**config.mk**
```make
export PLATFORM = sky130hd
export DESIGN_NAME = regwrite_port_arbiter_flat
export DESIGN_NICKNAME = d
export VERILOG_FILES = /design/src/rtl/regwrite_port_arbiter_if.sv /design/src/rtl/regwrite_port_arbiter.sv /design/src/flat_wrapper.sv
export SDC_FILE = /design/constraint.sdc
export NUM_CORES = 1
export LEC_CHECK = 0
export ABC_CLOCK_PERIOD_IN_PS = 1400
export BUFFER_PORTS_ARGS = -buffer_cell sky130_fd_sc_hd__buf_2
export CORE_ASPECT_RATIO = 0.7
export CORE_MARGIN = 2
export CORE_UTILIZATION = 37
export DETAILED_ROUTE_END_ITERATION = 8
export PLACE_DENSITY = 0.77
export SLEW_MARGIN = 20
export SYNTH_ARGS = -nofsm -noshare
export SYNTH_HDL_FRONTEND = slang
export SYNTH_SLANG_ARGS = --single-unit
```
**constraint.sdc**
```tcl
create_clock -name i_clk -period 1.4 [get_ports i_clk]
set_input_delay 0.07 -clock i_clk [delete_from_list [all_inputs] [get_ports i_clk]]
set_output_delay 0.07 -clock i_clk [all_outputs]
set_load 0.05 [all_outputs]
```
**src/rtl/regwrite_port_arbiter_if.sv**
```systemverilog
// Writeback request/response bundle between the two writeback sources and the register-file port.
// The master side is the requesters plus the register file. The slave side is the arbiter.
interface regwrite_port_arbiter_if #(
    parameter int ADDR_W = 5,
    parameter int DATA_W = 32,
    parameter int CNT_W  = 8
);
    logic              req0_valid;
    logic [ADDR_W-1:0] req0_addr;
    logic [DATA_W-1:0] req0_data;
    logic              req0_ready;
    logic              req1_valid;
    logic [ADDR_W-1:0] req1_addr;
    logic [DATA_W-1:0] req1_data;
    logic              req1_ready;
    logic              wr_en;
    logic [ADDR_W-1:0] wr_addr;
    logic [DATA_W-1:0] wr_data;
    logic              sel;
    logic [CNT_W-1:0]  conflict_cnt;

    modport master (
        output req0_valid, req0_addr, req0_data,
        output req1_valid, req1_addr, req1_data,
        input  req0_ready, req1_ready,
        input  wr_en, wr_addr, wr_data, sel, conflict_cnt
    );

    modport slave (
        input  req0_valid, req0_addr, req0_data,
        input  req1_valid, req1_addr, req1_data,
        output req0_ready, req1_ready,
        output wr_en, wr_addr, wr_data, sel, conflict_cnt
    );
endinterface

```
**src/rtl/regwrite_port_arbiter.sv**
```systemverilog
// Round-robin arbiter sharing one register-file write port between the ALU (req0) and load/link (req1) writebacks.
// The write port is registered, so a write lands one cycle after its request is accepted.
module regwrite_port_arbiter #(
    parameter int ADDR_W = 5,
    parameter int DATA_W = 32,
    parameter int CNT_W  = 8
) (
    input  logic                   i_clk,
    input  logic                   i_rst,
    regwrite_port_arbiter_if.slave bus
);
    logic              w_both;
    logic              w_gnt0;
    logic              w_gnt1;
    logic [ADDR_W-1:0] w_addr;
    logic [DATA_W-1:0] w_data;

    logic              r_last_grant;
    logic              r_wr_en;
    logic [ADDR_W-1:0] r_wr_addr;
    logic [DATA_W-1:0] r_wr_data;
    logic              r_sel;
    logic [CNT_W-1:0]  r_cnt;

    assign w_both = bus.req0_valid & bus.req1_valid;

    // On a tie, the requester that did not win last time gets the grant. Reset forces both grants low.
    always_comb begin
        w_gnt0 = 1'b0;
        w_gnt1 = 1'b0;
        if (!i_rst) begin
            if (w_both) begin
                w_gnt0 = r_last_grant;
                w_gnt1 = ~r_last_grant;
            end else begin
                w_gnt0 = bus.req0_valid;
                w_gnt1 = bus.req1_valid;
            end
        end
    end

    assign w_addr = w_gnt1 ? bus.req1_addr : bus.req0_addr;
    assign w_data = w_gnt1 ? bus.req1_data : bus.req0_data;

    always_ff @(posedge i_clk) begin
        if (i_rst) begin
            r_last_grant <= 1'b1;
            r_wr_en      <= 1'b0;
            r_wr_addr    <= '0;
            r_wr_data    <= '0;
            r_sel        <= 1'b0;
            r_cnt        <= '0;
        end else begin
            if (w_gnt0 || w_gnt1) begin
                r_last_grant <= w_gnt1;
                r_sel        <= w_gnt1;
                r_wr_addr    <= w_addr;
                r_wr_data    <= w_data;
                // x0 is hardwired: such a request is consumed but never written.
                r_wr_en      <= (w_addr != '0);
            end else begin
                r_wr_en <= 1'b0;
            end
            if (w_both && (r_cnt != '1))
                r_cnt <= r_cnt + CNT_W'(1);
        end
    end

    assign bus.req0_ready   = w_gnt0;
    assign bus.req1_ready   = w_gnt1;
    assign bus.wr_en        = r_wr_en;
    assign bus.wr_addr      = r_wr_addr;
    assign bus.wr_data      = r_wr_data;
    assign bus.sel          = r_sel;
    assign bus.conflict_cnt = r_cnt;
endmodule

```
**src/flat_wrapper.sv**
```systemverilog
// flat-port wrapper written by rule: the top's interface ports become plain ports
module regwrite_port_arbiter_flat 
#(
    parameter int ADDR_W = 5,
    parameter int DATA_W = 32,
    parameter int CNT_W  = 8
)
  (i_clk, i_rst, bus_req0_valid, bus_req0_addr, bus_req0_data, bus_req1_valid, bus_req1_addr, bus_req1_data, bus_req0_ready, bus_req1_ready, bus_wr_en, bus_wr_addr, bus_wr_data, bus_sel, bus_conflict_cnt);
  regwrite_port_arbiter_if #(.ADDR_W(ADDR_W), .DATA_W(DATA_W), .CNT_W(CNT_W)) bus_i ();
  input  logic i_clk;
  input  logic i_rst;
  input wire logic [$bits(bus_i.req0_valid)-1:0] bus_req0_valid;
  input wire logic [$bits(bus_i.req0_addr)-1:0] bus_req0_addr;
  input wire logic [$bits(bus_i.req0_data)-1:0] bus_req0_data;
  input wire logic [$bits(bus_i.req1_valid)-1:0] bus_req1_valid;
  input wire logic [$bits(bus_i.req1_addr)-1:0] bus_req1_addr;
  input wire logic [$bits(bus_i.req1_data)-1:0] bus_req1_data;
  output wire logic [$bits(bus_i.req0_ready)-1:0] bus_req0_ready;
  output wire logic [$bits(bus_i.req1_ready)-1:0] bus_req1_ready;
  output wire logic [$bits(bus_i.wr_en)-1:0] bus_wr_en;
  output wire logic [$bits(bus_i.wr_addr)-1:0] bus_wr_addr;
  output wire logic [$bits(bus_i.wr_data)-1:0] bus_wr_data;
  output wire logic [$bits(bus_i.sel)-1:0] bus_sel;
  output wire logic [$bits(bus_i.conflict_cnt)-1:0] bus_conflict_cnt;
  assign bus_i.req0_valid = bus_req0_valid;
  assign bus_i.req0_addr = bus_req0_addr;
  assign bus_i.req0_data = bus_req0_data;
  assign bus_i.req1_valid = bus_req1_valid;
  assign bus_i.req1_addr = bus_req1_addr;
  assign bus_i.req1_data = bus_req1_data;
  assign bus_req0_ready = bus_i.req0_ready;
  assign bus_req1_ready = bus_i.req1_ready;
  assign bus_wr_en = bus_i.wr_en;
  assign bus_wr_addr = bus_i.wr_addr;
  assign bus_wr_data = bus_i.wr_data;
  assign bus_sel = bus_i.sel;
  assign bus_conflict_cnt = bus_i.conflict_cnt;
  regwrite_port_arbiter #(.ADDR_W(ADDR_W), .DATA_W(DATA_W), .CNT_W(CNT_W)) u_core (.i_clk(i_clk), .i_rst(i_rst), .bus(bus_i));
endmodule
```
==> impl_metrics.tcl <==
set metrics [dict create \
    n_fill_cell 665 \
    clk_latency_ns 0.30 \
    slowest_delay_ns 0.37 \
    vias_per_cell 5.30 \
    hpwlAfterDp_microns 5390 \
    switchingPower_mw 1.10 \
    grt_util_all_layers_pct 19.1 \
    antenna_cells 0 \
    die_w_microns 103 \
    rsz0062_at_grt "true" \
    grt_pass1_vias 2533 \
    synth_nets 384 \
    yosysSeqAreaShare_pct 37.9 \
    area_delta_synth_final_pct 37.5 \
    path_cells "ha_2 -> and4_4 -> a21oi_4 -> mux2_2" \
    drt-wirelength-per-cell_microns 14.5 \
    synth_compound_area_share_pct 26.4 \
    clock_path_buffers 2 \
    path_depth 4 \
    maxSlewHeadroom_pct 79.6 \
    crit_buf_inv 0 \
    p_int_mw 2.17 \
    hold_path_depth 3 \
    grt_pass1_wl_microns 11500 \
    powerDensity_mw_per_mm2 938 \
    hold_buffers 0 \
    vias 2760 \
    async_flop_share_pct 0 \
    synth.most_common_cell "dfxtp_1" \
    cts_sinks 48 \
    crit_arrival_ns 1.55 \
    synthXorXnorAreaFrac_pct 0 \
    die_area_sq_mm 0.00754 \
    drive_gt1_share_pct 45.4 \
    finClkSkew_ns 0.00683 \
    yosysTopAreaCell "dfxtp_1" \
    report.final.slew_viol_count 0 \
    die_height_microns 73.3 \
    worstMarginPinSlew_ns 0.305 \
    ir_worst_vdd_mv 0.416 \
    critical_path_class "flop to flop" \
    root_buffer "clkbuf_8" \
    std_cell_rows 25 \
    postRouteWirelength_microns 7580 \
    antenna_found_initial 0 \
    worst_setup_path_end_kind "flop" \
    power.total_mw 3.27 \
    antenna_left 0 \
    gp_congestion 0.884 \
    io_buffers 126 \
    synth-edff-count 0 \
    dp_slack_ns 0.0219 \
    cp.required_ns 1.59 \
    synth-seq-cells 48 \
    leakage_nw 1.60 \
    fin_ws_ns 0.0376 \
    dr.pass1.iters 4 \
    status "finished, final reports clean" \
    finalCritPeriodShare_pct 97.3 \
    hold_viol 0 \
    synth_warnings 0 \
    fin_crit_ns 1.36 \
    worstPathMaxFanout 6 \
    rr_worst_depth 4 \
    synth_top_family_by_area "compound AO/OA/AOI/OAI gates" \
    drv_cap 0 \
    core_sq_mm 0.00669 \
    dr.first_iter.drc_count 91 \
    worstSetupStartpointType "flop" \
    setup_viol 0 \
    yosys.area.top_type_share_pct 37.9 \
    hp-class "input port to flop" \
    syn_inst 305 \
    ys.flop_type "dfxtp_1" \
    cts_tree "yes" \
    drc_errors 0 \
    fmax_mhz 734 \
    ys_types 38 \
    critical_path.slowest_cell "dfxtp_4" \
    cts-buffers-inserted 5 \
    start_util_pct 37.9 \
    synthTopCellsByArea "dfxtp_1 (38%), or3b_1 (12%), a31oi_1 (9.1%), a31o_2 (7.9%), o21ai_0 (4.9%)" \
    io_pins 127 \
    synth.avg_cell_area_sq_um 8.31 \
    cp_top_family "flip-flops" \
    seqPwrFrac_pct 45.8 \
    cts_max_level 2 \
    grt_max_degree 31 \
    num-nets-final 505 \
    p_sw_share_pct 33.6 \
    synthSimpleGateAreaFrac_pct 25.6 \
    comb_power_share_pct 28.1 \
    synth_commonest_cells "dfxtp_1 (48), a31oi_1 (37), or3b_1 (35)" \
    synth_mux_area_share_pct 0.839 \
    tns_ns 0 \
    path_clk_slew_ns 0.09 \
    syn_area_sq_mm 0.00253 \
    synthAdderAreaFrac_pct 0.494 \
    globalRoute.totalOverflow 0 \
    clockPowerShare_pct 26.1 \
]
## power groups by stage
stage               sequential [mW]  clock [mW]  combinational [mW]
floorplan                      1.81           0               0.319
global placement               1.52           0               0.895
detailed placement             1.52           0               0.909
CTS                            1.49       0.884               0.915
global route                   1.51       0.926               0.981
finish                         1.50       0.852               0.919
## kinds of logic after synthesis
logic type | count (synthesis)
fa+ha+maj | 1
mux | 2
buf+inv | 56
simple gates | 97
compound gates | 101
flops | 48
## cell usage in the layout, fill, tap and decap left out, types with 2 or more instances in the layout
cell        n
a211oi_1    4
a21oi_1     4
a31o_2     23
a31oi_1    37
a41oi_1     2
and4_1      2
buf_12      4
buf_2     125
buf_4      13
clkbuf_8    6
clkinv_2    2
dfxtp_1    39
dfxtp_2     7
dfxtp_4     2
inv_1      25
nand2_1    17
nand2b_1    5
nand3_1    15
nand4_1     2
nor2_1      3
nor2b_1     3
nor3_1      2
o21ai_0    25
or3b_1     35
or3b_2      2
or4_1       2
## flip-flops by register name (all words and copies together), names as in the netlist
signal                   flops
u_core.bus.conflict_cnt      8
u_core.bus.sel               1
u_core.bus.wr_addr           5
u_core.bus.wr_data          32
u_core.bus.wr_en             1
u_core.r_last_grant          1
## tightest hold or removal path, stage by stage
cell and delay [ns]:
buf_2 0.09, nand3_1 0.06, a31oi_1 0.07
## area by class of cell
cell class	count	area, sq um	area share, %
clock buffers	6	82.6	2.37
multi-input cells	202	1380	39.6
repair buffers	144	822	23.6
inverters	25	93.8	2.69
clock inverters	2	10.0	0.287
flip-flops and latches	48	977	28.0
well taps	94	118	3.38
## metrics by stage
stage	cells	hold slack, ns	util [%]	cell area, sq um
6_report	521	0.0433	52.1	3480
5_1_grt	521	0.0388	52.1	3480
3_5_place_dp	510	0.357	50.1	3350
2_1_floorplan	305	0.230	-	2570
4_1_cts	520	0.0364	51.7	3460
3_3_place_gp	510	0.347	50.1	3350
## path summary, 6_finish.rpt
check                                                 from                         end  slack (ns)
worst max-delay path            u_core.bus.conflict_cnt[0]  u_core.bus.conflict_cnt[0]        0.04
worst min-delay path                      bus_req1_data[4]       u_core.bus.wr_data[4]        0.04
worst max register to register  u_core.bus.conflict_cnt[0]  u_core.bus.conflict_cnt[0]        0.04
worst min register to register      u_core.bus.wr_data[23]      u_core.bus.wr_data[23]        0.48
## per-layer routing
layer | GRT usage, % | wire length (microns) | part of all wire [%]
met4 | 4.68 | 89 | 1.2
met5 | 0 | 0 | 0
met3 | 4.47 | 448 | 5.9
met2 | 31.0 | 3400 | 45
met1 | 25.9 | 3650 | 48
## what timing repair did
item / CTS / global route
cloned: 0 / 1
resized for setup: 0 / 4
buffers inserted: 2 / 0
pin swaps: 0 / 22
endpoints found under the setup margin: 1 / 30
(Power assumes the default switching activity.)
